<file path="config.mk">
export PLATFORM = sky130hd
export DESIGN_NAME = ctrl_hazard_unit
export DESIGN_NICKNAME = d
export VERILOG_FILES = /design/src/rtl/ctrl_hazard_unit_pkg.sv /design/src/rtl/ctrl_hazard_unit_shadow_pipe.sv /design/src/rtl/ctrl_hazard_unit.sv
export SDC_FILE = /design/constraint.sdc
export NUM_CORES = 1
export LEC_CHECK = 0
export CORE_ASPECT_RATIO = 0.75
export CORE_MARGIN = 8
export CORE_UTILIZATION = 40
export DETAILED_ROUTE_END_ITERATION = 6
export SLEW_MARGIN = 5
export SYNTH_ARGS = -nofsm -noshare
export SYNTH_HDL_FRONTEND = slang
export SYNTH_SLANG_ARGS = --single-unit
</file>
<file path="constraint.sdc">
create_clock -name clk -period 3.92 [get_ports clk]
set_input_delay 0.784 -clock clk [delete_from_list [all_inputs] [get_ports clk]]
set_output_delay 0.784 -clock clk [all_outputs]
set_load 0.02 [all_outputs]
</file>
<file path="src/rtl/ctrl_hazard_unit_pkg.sv">
// Shared definitions for the control hazard unit: opcode class patterns,
// class-decode helpers and the per-instruction hazard tag.
package ctrl_hazard_unit_pkg;

    localparam logic [2:0] CF_BR_PAT  = 3'b100;
    localparam logic [3:0] CF_JMP_PAT = 4'b1100;
    localparam logic [3:0] HALT_PAT   = 4'b1111;

    typedef struct packed {
        logic cf;
        logic r7;
        logic hl;
    } hz_tag_t;

    // cls is the top four opcode bits
    function automatic logic is_cf(input logic [3:0] cls);
        return (cls[3:1] == CF_BR_PAT) || (cls == CF_JMP_PAT);
    endfunction

    function automatic logic is_halt(input logic [3:0] cls);
        return (cls == HALT_PAT);
    endfunction

endpackage

</file>
<file path="src/rtl/ctrl_hazard_unit_shadow_pipe.sv">
// Shadow pipeline of hazard tags shifted in lock-step with the datapath.
// Resolve clears act on pre-shift positions; clr_all overrides everything.
module hazard_shadow_pipe
    import ctrl_hazard_unit_pkg::*;
#(
    parameter int DEPTH     = 4,
    parameter int RES_STAGE = 1
) (
    input  logic             clk,
    input  logic             rst_n,
    input  logic             adv,
    input  hz_tag_t          ins_tag,
    input  logic             rel_res,
    input  logic             clr_lo,
    input  logic             clr_all,
    output logic [DEPTH-1:0] cf_s,
    output logic [DEPTH-1:0] r7_s,
    output logic [DEPTH-1:0] hl_s,
    output logic [DEPTH-1:0] hl_r
);

    localparam logic [DEPTH-1:0] LO_MASK  = {DEPTH{1'b1}} >> (DEPTH - 1 - RES_STAGE);
    localparam logic [DEPTH-1:0] REL_MASK = {{(DEPTH-1){1'b0}}, 1'b1} << RES_STAGE;

    logic [DEPTH-1:0] cf_r;
    logic [DEPTH-1:0] r7_r;
    logic [DEPTH-1:0] cf_m_s;
    logic [DEPTH-1:0] r7_m_s;
    logic [DEPTH-1:0] hl_m_s;
    logic [DEPTH-1:0] rel_mask_s;
    logic [DEPTH-1:0] lo_mask_s;

    // Apply resolve clears, then shift/insert, then the watchdog wipe
    always_comb begin
        rel_mask_s = rel_res ? REL_MASK : {DEPTH{1'b0}};
        lo_mask_s  = clr_lo  ? LO_MASK  : {DEPTH{1'b0}};
        cf_m_s     = cf_r & ~rel_mask_s & ~lo_mask_s;
        r7_m_s     = r7_r & ~lo_mask_s;
        hl_m_s     = hl_r & ~lo_mask_s;
        if (clr_all) begin
            cf_s = {DEPTH{1'b0}};
            r7_s = {DEPTH{1'b0}};
            hl_s = {DEPTH{1'b0}};
        end else if (adv) begin
            cf_s = {cf_m_s[DEPTH-2:0], ins_tag.cf};
            r7_s = {r7_m_s[DEPTH-2:0], ins_tag.r7};
            hl_s = {hl_m_s[DEPTH-2:0], ins_tag.hl};
        end else begin
            cf_s = cf_m_s;
            r7_s = r7_m_s;
            hl_s = hl_m_s;
        end
    end

    // Tag state registers
    always_ff @(posedge clk) begin
        if (!rst_n) begin
            cf_r <= {DEPTH{1'b0}};
            r7_r <= {DEPTH{1'b0}};
            hl_r <= {DEPTH{1'b0}};
        end else begin
            cf_r <= cf_s;
            r7_r <= r7_s;
            hl_r <= hl_s;
        end
    end

endmodule

</file>
<file path="src/rtl/ctrl_hazard_unit.sv">
// Fetch-stall, redirect flush, halt detection and stall watchdog driven by a
// shadow pipeline of hazard tags. Every output is a flop.
module ctrl_hazard_unit
    import ctrl_hazard_unit_pkg::*;
#(
    parameter int OPW          = 6,
    parameter int DEPTH        = 4,
    parameter int RES_STAGE    = 1,
    parameter int FLUSH_CYCLES = 2,
    parameter int MAX_STALL    = 15,
    parameter int WD_W         = 4
) (
    input  logic                       clk,
    input  logic                       rst_n,
    input  logic                       adv,
    input  logic                       id_valid,
    input  logic [OPW-1:0]             id_opcode,
    input  logic                       id_r7_dest,
    input  logic                       resolve_valid,
    input  logic                       resolve_redirect,
    output logic                       branch_stall,
    output logic                       r7_stall,
    output logic                       stall_any,
    output logic                       flush,
    output logic                       halt,
    output logic                       wd_err,
    output logic [$clog2(DEPTH+1)-1:0] inflight_cnt
);

    localparam int CW = $clog2(DEPTH + 1);
    localparam int FW = $clog2(FLUSH_CYCLES + 1);

    logic [3:0]       cls_s;
    logic             opc_unused_s;
    hz_tag_t          ins_tag_s;
    logic             rel_s;
    logic             redir_s;
    logic             wd_fire_s;
    logic [DEPTH-1:0] cf_s;
    logic [DEPTH-1:0] r7_s;
    logic [DEPTH-1:0] hl_s;
    logic [DEPTH-1:0] hl_r;
    logic [FW-1:0]    flush_cnt_r;
    logic [FW-1:0]    flush_cnt_s;
    logic [WD_W-1:0]  wd_cnt_r;
    logic [WD_W-1:0]  wd_cnt_s;
    logic [CW-1:0]    cnt_s;

    assign cls_s        = id_opcode[OPW-1:OPW-4];
    assign opc_unused_s = ^id_opcode[OPW-5:0];
    assign rel_s        = resolve_valid && !resolve_redirect;
    assign redir_s      = resolve_valid && resolve_redirect;
    assign wd_fire_s    = (wd_cnt_r == WD_W'(MAX_STALL));

    // Decode tag for insertion; a bubble while flushing or without a valid op
    always_comb begin
        ins_tag_s = '{cf: 1'b0, r7: 1'b0, hl: 1'b0};
        if (id_valid && !flush) begin
            ins_tag_s.cf = is_cf(cls_s);
            ins_tag_s.r7 = id_r7_dest;
            ins_tag_s.hl = is_halt(cls_s);
        end else begin
            ins_tag_s = '{cf: 1'b0, r7: 1'b0, hl: 1'b0};
        end
    end

    hazard_shadow_pipe #(
        .DEPTH     (DEPTH),
        .RES_STAGE (RES_STAGE)
    ) u_shadow (
        .clk     (clk),
        .rst_n   (rst_n),
        .adv     (adv),
        .ins_tag (ins_tag_s),
        .rel_res (rel_s),
        .clr_lo  (redir_s),
        .clr_all (wd_fire_s),
        .cf_s    (cf_s),
        .r7_s    (r7_s),
        .hl_s    (hl_s),
        .hl_r    (hl_r)
    );

    // Flush countdown (a redirect reloads it) and stall watchdog next state
    always_comb begin
        flush_cnt_s = flush_cnt_r;
        wd_cnt_s    = wd_cnt_r;
        if (redir_s) begin
            flush_cnt_s = FW'(FLUSH_CYCLES);
        end else if (flush_cnt_r != {FW{1'b0}}) begin
            flush_cnt_s = flush_cnt_r - FW'(1);
        end else begin
            flush_cnt_s = {FW{1'b0}};
        end
        if (wd_fire_s || adv || !stall_any) begin
            wd_cnt_s = {WD_W{1'b0}};
        end else if (wd_cnt_r < WD_W'(MAX_STALL)) begin
            wd_cnt_s = wd_cnt_r + WD_W'(1);
        end else begin
            wd_cnt_s = wd_cnt_r;
        end
    end

    // Number of control-flow tags that will be in flight after this edge
    always_comb begin
        cnt_s = {CW{1'b0}};
        for (int i = 0; i < DEPTH; i++) begin
            cnt_s = cnt_s + CW'(cf_s[i]);
        end
    end

    // Counters, sticky flags and output registers
    always_ff @(posedge clk) begin
        if (!rst_n) begin
            flush_cnt_r  <= {FW{1'b0}};
            wd_cnt_r     <= {WD_W{1'b0}};
            branch_stall <= 1'b0;
            r7_stall     <= 1'b0;
            stall_any    <= 1'b0;
            flush        <= 1'b0;
            halt         <= 1'b0;
            wd_err       <= 1'b0;
            inflight_cnt <= {CW{1'b0}};
        end else begin
            flush_cnt_r  <= flush_cnt_s;
            wd_cnt_r     <= wd_cnt_s;
            branch_stall <= |cf_s[DEPTH-2:0];
            r7_stall     <= |r7_s;
            stall_any    <= (|cf_s[DEPTH-2:0]) || (|r7_s);
            flush        <= (flush_cnt_s != {FW{1'b0}});
            halt         <= halt || (&hl_r);
            wd_err       <= wd_err || wd_fire_s;
            inflight_cnt <= cnt_s;
        end
    end

endmodule
</file>
==> reports/metrics.csv, run 1 <==
metric,value,unit
run status,"finished, final reports clean",
final slew viol count,0,
fillers,255,
first-pass GRT wire length,3920,µm
Hold/Removal Path Class,reg2reg,
Post-synth EDFFs,0,
Yosys cell types,36,
post-synthesis compound-gate area fraction,13.1,%
met1 Use GR,13.1,%
DR vias/cell,4.95,
vias in the first global route,849,
Setup Viol. Count Final,0,
initial antenna violation count,0,
maximum number of pins on one net before global-route repair,15,
Synth Warn #,0,
Area growth syn-to-layout,23.8,%
origin of the critical flop-to-flop path,wd_cnt_r[0]$_SDFFE_PP0N_,
critical path class,in2reg,
power per cell area,344,nW/µm²
hold bufs inserted after CTS,0,
fin crit period,3.08,ns
IO Count,22,
final core utilization,53.0,%
Total Die Area,4830,µm²
peak supply drop,0.236,mV
Hold Path Origin,flush_cnt_r[0]$_SDFF_PN0_,
mux share of post-synthesis cell area,5.38,%
nets@finish,157,
Mapped Avg Cell Area,9.83,µm²
ratio of final minimum period to clock period,78.5,%
CP Data Required Time,4.09,ns
CTS buffer count,3,
Placeable Area,2660,µm²
ANT nets after route,0,
CP Capture Type,flop,
Residual DRC,0,
clk buf depth,2,
Final TNS setup,0,ns
Hold Path End,flush_cnt_r[0]$_SDFF_PN0_,
gp weighted congestion,0.728,
Congestion Overflow GR,0,
ys async rst share,0,%
die height,62.2,µm
Post-DP HPWL,1820,µm
Slew HR,67.8,%
Overall Global Routing Usage,9.74,%
DR pass1 iterations,4,
RSZ-0062 raised after global routing,no,
"Seq/Total Area, Yosys",47.4,%
Post-Synth Adder-Cell Area,6.15,%
Die W,77.6,µm
PostCTS Resize Cnt,0,
Post-Synthesis Cells,116,
startpoint class of the critical path,primary input,
Layout Skew,0.00253,ns
port bufs,19,
maxcap violations,0,
worst-margin pin slew,0.482,ns
busiest layer in global routing,met2,
share of layout cells above drive strength 1,8.70,%
main combinational cell family by area after synthesis,simple AND/OR/NAND/NOR gates,
RR Endpoint,inflight_cnt[1]$_SDFF_PN0_,
Main synth FF type,dfxtp_1,
hold depth,1,
worst skew pair latency,0.27,ns
Max H-tree Level,1,
setup bufs post-CTS,0,
leakage,0.589,nW
WP data arrival,3.25,ns
CTS Sinks,27,
Reg2Reg Setup Slack,1.54,ns
WL/cell,13.2,µm
met2 Use GR,14.5,%
#FFs+latches synth,27,
final worst slack,0.842,ns
clk root buf,clkbuf_8,
CTS tree,built,
final hold violation count,0,
R2R depth,8,
"Reg clk slew, reported paths",0.09,ns
syn_nets,134,
initial cell density of the core,42.8,%
Iter 0 DRT Violations,45,
routed wire length,2300,µm
Post-Synth XOR/XNOR Area,0.768,%
crit-path max FO,7,
simple-gate share of the synthesized area,23.2,%
routed vias,862,
synthesized cell area,1140,µm²
Max Fclk,0.325,GHz
grt met3 use,4.31,%
n_diodes,0,
Rows,16,
"worst slack, placed",0.557,ns
-- cell usage in the layout, fill, tap and decap left out, drive strengths merged, types with 4 or more instances in the layout --
master,synthesis,routed
a21oi,7,7
and2,4,4
clkbuf,1,4
clkdlybuf4s50,0,19
dfxtp,27,27
ha,4,4
inv,6,6
mux2i,5,5
nand2,8,8
nand3,5,5
nor2,11,11
nor3,4,4
or2,4,4
-- worst max path at each step --
stage / slack (ns) / startpoint / endpoint
floorplan: 1.32 / adv / inflight_cnt[1]$_SDFF_PN0_
global placement: 0.54 / adv / inflight_cnt[1]$_SDFF_PN0_
detailed placement: 0.56 / adv / inflight_cnt[1]$_SDFF_PN0_
CTS: 0.84 / adv / inflight_cnt[1]$_SDFF_PN0_
global route: 0.71 / adv / inflight_cnt[1]$_SDFF_PN0_
finish: 0.84 / adv / inflight_cnt[1]$_SDFF_PN0_
-- worst max-delay path: stages --
cell and delay (ns):
clkdlybuf4s50_1 0.67, and4b_1 0.28, a22oi_1 0.09, or2_1 0.26, fa_1 0.54, inv_1 0.04
ha_1 0.17, ha_1 0.27, and2_1 0.15
-- flip-flops by register name, indices dropped and copies added, names as in the netlist --
| signal | count |
|---|---|
| r7_stall | 1 |
| u_shadow.hl_r | 4 |
| wd_cnt_r | 4 |
| wd_err | 1 |
| branch_stall | 1 |
| flush_cnt_r | 2 |
| u_shadow.cf_r | 4 |
| flush | 1 |
| inflight_cnt | 3 |
| halt | 1 |
| stall_any | 1 |
| u_shadow.r7_r | 4 |
-- metrics by stage --
| step | hold WS [ns] | instance area (µm²) | cells | power (mW) |
|---|---|---|---|---|
| final | 0.437 | 1410 | 174 | 0.486 |
| after detailed placement | 0.421 | 1370 | 170 | 0.335 |
| after floorplan | 0.405 | 1140 | 116 | 0.312 |
| after global routing | 0.461 | 1410 | 174 | 0.504 |
| after global placement | 0.413 | 1370 | 170 | 0.334 |
| after CTS | 0.433 | 1410 | 174 | 0.488 |
-- Yosys cell counts (all sizes together) (2+ instances only) --
cell type,n,share of area (%)
buf,2,1.6
ha,4,4.4
nand2,8,2.6
nor3b,2,1.3
inv,6,2.0
and3b,2,1.9
or2,4,2.2
and2,4,2.3
a21oi,7,3.1
nand3,5,2.2
dfxtp,27,47
nor2,11,3.6
a31oi,2,1.1
and3,3,1.6
nand4,2,1.1
a21boi,2,1.3
nor3,4,1.8
mux2i,5,4.4
nor2b,3,1.6
-- power by group --
part / internal, mW / total (mW) / switching [mW]
registers: 0.279 / 0.281 / 0.00229
logic: 0.0237 / 0.0472 / 0.0235
clock network: 0.0728 / 0.157 / 0.0847
-- area by class of cell --
class	instances	area (µm²)	share of cell area, %
Clock buffer	4	45.0	3.19
Sequential cell	27	541	38.3
Timing Repair Buffer	21	205	14.5
Tap cell	36	45.0	3.19
Inverter	6	22.5	1.60
Multi-Input combinational cell	80	553	39.2
-- per-layer routing --
layer	share of wire (%)	routed length [µm]
met1	52	1190
met2	42	955
met3	6.7	153
met4	0	0
met5	0	0
-- logic make-up after synthesis --
family | after synthesis
simple gates | 49
fa+ha+maj | 5
xor+xnor | 1
buf+inv | 9
compound gates | 19
mux | 6
flops | 27
(Power assumes the default switching activity.)
==> run 2, diff against run 1 <==
--- a/config.mk
+++ b/config.mk
@@ -9,6 +9,7 @@
 export CORE_MARGIN = 8
 export CORE_UTILIZATION = 40
 export DETAILED_ROUTE_END_ITERATION = 6
+export PLACE_DENSITY = 0.67
 export SLEW_MARGIN = 5
 export SYNTH_ARGS = -nofsm -noshare
 export SYNTH_HDL_FRONTEND = slang
==> constraint.sdc (replaced) <==
create_clock -name clk -period 2.65 [get_ports clk]
set_input_delay 0.53 -clock clk [delete_from_list [all_inputs] [get_ports clk]]
set_output_delay 0.53 -clock clk [all_outputs]
set_load 0.02 [all_outputs]
==> run 2 against run 1 <==
Via count rose by 7.2%; sequential cell count did not move; final cell count up 2.9%; global-route usage up 0.59 points; combinational power is 58% higher; core utilization is 1.6 points higher; critical endpoint unchanged; highest routed layer is now met4.
==> reports/metrics.csv, run 2 (synthesis gave the netlist of run 1 again) <==
metric,value,unit,change
run status,"finished, final reports clean",,
DP Cell Count,175,,+2.9%
CP Data Required Time,2.82,ns,-1.27 ns
Layout Skew,0.00443,ns,+0.00189 ns
RSZ-0062 raised after global routing,no,,
worst-margin pin slew,0.445,ns,-0.0361 ns
Seq pwr share,57.5,%,-0.4 points
final slew viol count,0,,unchanged
maxcap violations,0,,unchanged
Net Sw Frac,23.0,%,+0.25 points
CTS buffer count,3,,unchanged
Clock Power Share,32.1,%,-0.3 points
Total Die Area,4830,µm²,unchanged
gp weighted congestion,0.772,,+6.0%
final hold violation count,0,,unchanged
routed wire length,2440,µm,+6.2%
Crit path largest cell delay,0.50,ns,-0.17 ns
"Reg clk slew, reported paths",0.09,ns,about the same
Final TNS setup,0,ns,unchanged
port bufs,19,,unchanged
DR pass1 iterations,4,,unchanged
combinational power share,10.3,%,+0.6 points
Setup Viol. Count Final,0,,unchanged
crit-path max FO,2,,-5
ratio of final minimum period to clock period,95.3,%,
WL/cell,13.6,µm,+3.2%
Crit. Startpoint,resolve_redirect,,
Iter 0 DRT Violations,53,,+18%
Post-DP HPWL,1910,µm,+4.9%
WP data arrival,2.70,ns,-0.55 ns
initial cell density of the core,42.8,%,unchanged
Final Cell Area,1460,µm²,+3.1%
die height,62.2,µm,unchanged
Area growth syn-to-layout,27.7,%,
Placeable Area,2660,µm²,unchanged
cell mode on critical path,ha_1,,
Finished Layout Cells,179,,+2.9%
Congestion Overflow GR,0,,unchanged
placed inst area,1400,µm²,+2.7%
critical path class,in2reg,,
Internal,556,µW,+48%
DR vias/cell,5.16,,+4.2%
first-pass GRT wire length,4060,µm,+3.5%
Worst path top cell family by delay,adder cells,,
Die W,77.6,µm,unchanged
Slew HR,70.2,%,+2.4 points
Hold/Removal Path Class,reg2reg,,
nets@finish,162,,+3.2%
CP bufs+invs,3,,+1
fin crit period,2.52,ns,
n_diodes,0,,unchanged
CTS Sinks,27,,unchanged
"worst slack, placed",-0.316,ns,-0.873 ns
Overall Global Routing Usage,10.3,%,+0.59 points
peak supply drop,0.307,mV,+30%
routed vias,924,,+7.2%
CTS tree,built,,
"commonest cells after routing, fill and taps aside","dfxtp_1, clkdlybuf4s50_1, nor2_1",,
fillers,258,,+1.2%
"most common cell after layout, fill and taps aside",dfxtp_1,,
CP max stage cell,fa_1,,
crit-path cells,"clkdlybuf4s50_1, buf_4, nand2_1, a31oi_1, or2_1, fa_1, inv_1, ha_1, ha_1, and2_1",,
Hold Path Origin,flush_cnt_r[0]$_SDFF_PN0_,,
origin of the critical flop-to-flop path,wd_cnt_r[0]$_SDFFE_PP0N_,,
IO Count,22,,unchanged
leakage,0.625,nW,+6.2%
clk root buf,clkbuf_8,,
Rows,16,,unchanged
worst skew pair latency,0.27,ns,about the same
CP Capture Type,flop,,
vias in the first global route,835,,-1.6%
Hold WS,0.451,ns,+0.0141 ns
Max Fclk,0.396,GHz,
Residual DRC,0,,unchanged
Max H-tree Level,1,,unchanged
NetSw,166,µW,+50%
ANT nets after route,0,,unchanged
startpoint class of the critical path,primary input,,
initial antenna violation count,0,,unchanged
share of layout cells above drive strength 1,13.3,%,+4.6 points
final worst slack,0.126,ns,-0.716 ns
power per cell area,497,nW/µm²,+44%
clk buf depth,2,,unchanged
maximum number of pins on one net before global-route repair,16,,+1
-- run 2: cell count changes in the layout (fill, tap and decap cells not counted) --
cell and delta:
dlygate4sd2_1 +1, clkinv_2 +1, dlymetal6s2s_1 +1, buf_4 +5, a21oi_2 +1, clkbuf_1 -1, clkdlybuf4s50_1 -2, a21oi_1 -1
-- run 2: area by class of cell --
| class | count | area [µm²] | area share, % |
|---|---|---|---|
| well taps | 36 | 45.0 | 3.10 |
| clock buffers | 3 | 41.3 | 2.84 |
| clock inverters | 1 | 5.00 | 0.344 |
| multi-input cells | 80 | 557 | 38.3 |
| repair buffers | 26 | 244 | 16.8 |
| flip-flops and latches | 27 | 541 | 37.1 |
| inverters | 6 | 22.5 | 1.55 |
-- run 2: power groups by stage --
stage	Clock [mW]	Sequential [mW]	Combinational [mW]
floorplan	0	0.430	0.0319
global placement	0	0.425	0.0741
detailed placement	0	0.425	0.0751
CTS	0.240	0.416	0.0749
global route	0.257	0.417	0.0815
finish	0.232	0.416	0.0747
-- run 2: repair_timing --
action,CTS,global route
setup endpoints to repair,1,1
gates cloned,0,0
hold buffers,0,0
gates resized for setup,1,2
setup buffers,0,0
pin swaps,0,1
-- run 2: final timing paths --
check / cells past startpoint / endpoint / slack (ns)
worst max-delay path: 10 / inflight_cnt[1]$_SDFF_PN0_ / 0.13
worst min-delay path: 1 / flush_cnt_r[0]$_SDFF_PN0_ / 0.45
worst max register to register: 8 / inflight_cnt[1]$_SDFF_PN0_ / 0.24
worst min register to register: 1 / flush_cnt_r[0]$_SDFF_PN0_ / 0.45
-- run 2: metal layers --
layer	global-route usage [%]	share of wire [%]	vias up
li1	-	-	461
met1	13.5	48	432
met2	14.5	44	26
met3	4.60	7.2	5
met4	3.52	1.1	0
met5	0	0	-
-- run 2: worst register-to-register path, cell delays in order (launching register included) --
cell and delay, ns:
dfxtp_1 0.35, ha_1 0.27, and3_1 0.25, or2_1 0.28
fa_1 0.53, inv_1 0.04, ha_1 0.17, ha_1 0.26
and2_1 0.15
-- run 2: through the flow --
| stage | utilization [%] | power, mW |
|---|---|---|
| 2_1_floorplan | - | 0.462 |
| 3_3_place_gp | 52.7 | 0.499 |
| 3_5_place_dp | 52.7 | 0.500 |
| 4_1_cts | 54.4 | 0.730 |
| 5_1_grt | 54.7 | 0.756 |
| 6_report | 54.7 | 0.723 |
==> run 3, diff against run 2 <==
--- a/config.mk
+++ b/config.mk
@@ -8,6 +8,7 @@
 export CORE_ASPECT_RATIO = 0.75
 export CORE_MARGIN = 8
 export CORE_UTILIZATION = 40
+export CTS_BUF_LIST = sky130_fd_sc_hd__clkbuf_4
 export DETAILED_ROUTE_END_ITERATION = 6
 export PLACE_DENSITY = 0.67
 export SLEW_MARGIN = 5
==> run 3 against run 2 <==
Non-clock buffer count stayed put; register-to-register slack hardly changed; sequential cell count stayed put.
==> reports/metrics.csv, run 3 (synthesis gave the netlist of run 1 again) <==
metric,value,unit,change
grt met3 use,4.60,%,unchanged
"Reg clk slew, reported paths",0.14,ns,+0.05 ns
first-pass GRT wire length,4060,µm,+0.17%
die height,62.2,µm,unchanged
routed wire length,2450,µm,+0.41%
initial cell density of the core,42.8,%,unchanged
met1 Use GR,13.5,%,unchanged
origin of the critical flop-to-flop path,wd_cnt_r[0]$_SDFFE_PP0N_,,
worst skew pair latency,0.33,ns,+0.06 ns
clk buf depth,2,,unchanged
Slew HR,70.0,%,-0.26 points
routed vias,935,,+1.2%
final hold violation count,0,,unchanged
maximum number of pins on one net before global-route repair,16,,unchanged
WP data arrival,2.78,ns,+0.08 ns
vias in the first global route,834,,-0.12%
Max H-tree Level,1,,unchanged
Post-DP HPWL,1910,µm,unchanged
CTS tree,built,,
Final TNS setup,0,ns,unchanged
Setup Viol. Count Final,0,,unchanged
fin crit period,2.53,ns,+0.00819 ns
maxcap violations,0,,unchanged
CP Capture Type,flop,,
Die W,77.6,µm,unchanged
Hold Path Origin,flush_cnt_r[0]$_SDFF_PN0_,,
clk root buf,clkbuf_4,,
Max Fclk,0.395,GHz,-0.32%
busiest layer in global routing,met2,,
CTS buffer count,3,,unchanged
Layout Skew,0.00464,ns,+0.000210 ns
final core utilization,53.9,%,-0.80 points
Area growth syn-to-layout,25.8,%,
hold bufs inserted after CTS,0,,unchanged
peak supply drop,0.288,mV,-6.5%
run status,"finished, final reports clean",,
Overall Global Routing Usage,10.3,%,unchanged
met2 Use GR,14.5,%,unchanged
DR vias/cell,5.22,,+1.2%
initial antenna violation count,0,,unchanged
CP Data Required Time,2.89,ns,+0.07 ns
port bufs,19,,unchanged
ratio of final minimum period to clock period,95.6,%,+0.31 points
Residual DRC,0,,unchanged
startpoint class of the critical path,primary input,,
Hold/Removal Path Class,reg2reg,,
worst-margin pin slew,0.449,ns,+0.00383 ns
gp weighted congestion,0.772,,unchanged
"most common cell after layout, fill and taps aside",dfxtp_1,,
power per cell area,469,nW/µm²,-5.6%
WL/cell,13.7,µm,+0.41%
critical path class,in2reg,,
share of layout cells above drive strength 1,12.6,%,-0.70 points
DR pass1 iterations,5,,+1
"commonest cells after routing, fill and taps aside","dfxtp_1, clkdlybuf4s50_1, nor2_1",,
Rows,16,,unchanged
RSZ-0062 raised after global routing,no,,
CTS Sinks,27,,unchanged
n_diodes,0,,unchanged
ANT nets after route,0,,unchanged
Crit. Startpoint,resolve_valid,,
IO Count,22,,unchanged
Iter 0 DRT Violations,53,,unchanged
Placeable Area,2660,µm²,unchanged
nets@finish,162,,unchanged
Total Die Area,4830,µm²,unchanged
Congestion Overflow GR,0,,unchanged
leakage,0.616,nW,-1.5%
final slew viol count,0,,unchanged
crit-path max FO,4,,+2
run 3: through the flow:
step	instances	power [mW]	instance area, µm²	worst slack, ns	hold slack, ns
finish	179	0.672	1430	0.118	0.457
global route	179	0.702	1430	0.0157	0.496
CTS	179	0.678	1430	0.0458	0.456
detailed placement	175	0.500	1400	-0.316	0.434
global placement	175	0.499	1400	-0.296	0.414
floorplan	116	0.462	1140	0.306	0.405
run 3: area by class of cell:
cell class	instances	area, µm²
timing repair buffer	26	245
inverter	6	22.5
sequential	27	541
fill	264	1230
clock buffer	3	22.5
clock inverter	1	5.00
tap	36	45.0
multi-input combinational	80	553
run 3: worst max-delay path, cell delays in order:
cell	delay, ns
clkdlybuf4s50_1	0.47
a21oi_1	0.24
a22oi_1	0.13
or2_1	0.25
fa_1	0.53
inv_1	0.04
ha_1	0.17
ha_1	0.26
and2_1	0.15
run 3: metal layers:
layer / vias up / wire, µm
li1: 461 / -
met1: 438 / 1150
met2: 31 / 1050
met3: 5 / 213
met4: 0 / 29
met5: - / 0
run 3: final timing paths:
| path | end | slack (ns) | cells after the start |
|---|---|---|---|
| max | inflight_cnt[1]$_SDFF_PN0_ | 0.12 | 9 |
| min | flush_cnt_r[0]$_SDFF_PN0_ | 0.46 | 1 |
| max reg2reg | inflight_cnt[1]$_SDFF_PN0_ | 0.24 | 8 |
| min reg2reg | flush_cnt_r[0]$_SDFF_PN0_ | 0.46 | 1 |
run 3: power by group:
| group | switching, mW | internal, mW | total [mW] |
|---|---|---|---|
| Clock | 0.124 | 0.0567 | 0.181 |
| Sequential | 0.00349 | 0.413 | 0.416 |
| Combinational | 0.0357 | 0.0391 | 0.0747 |
run 3: repair_timing:
action / 4_1_cts / 5_1_grt
gates resized for setup: 0 / 1
endpoints found under the setup margin: 0 / 1
setup buffers: 0 / 0
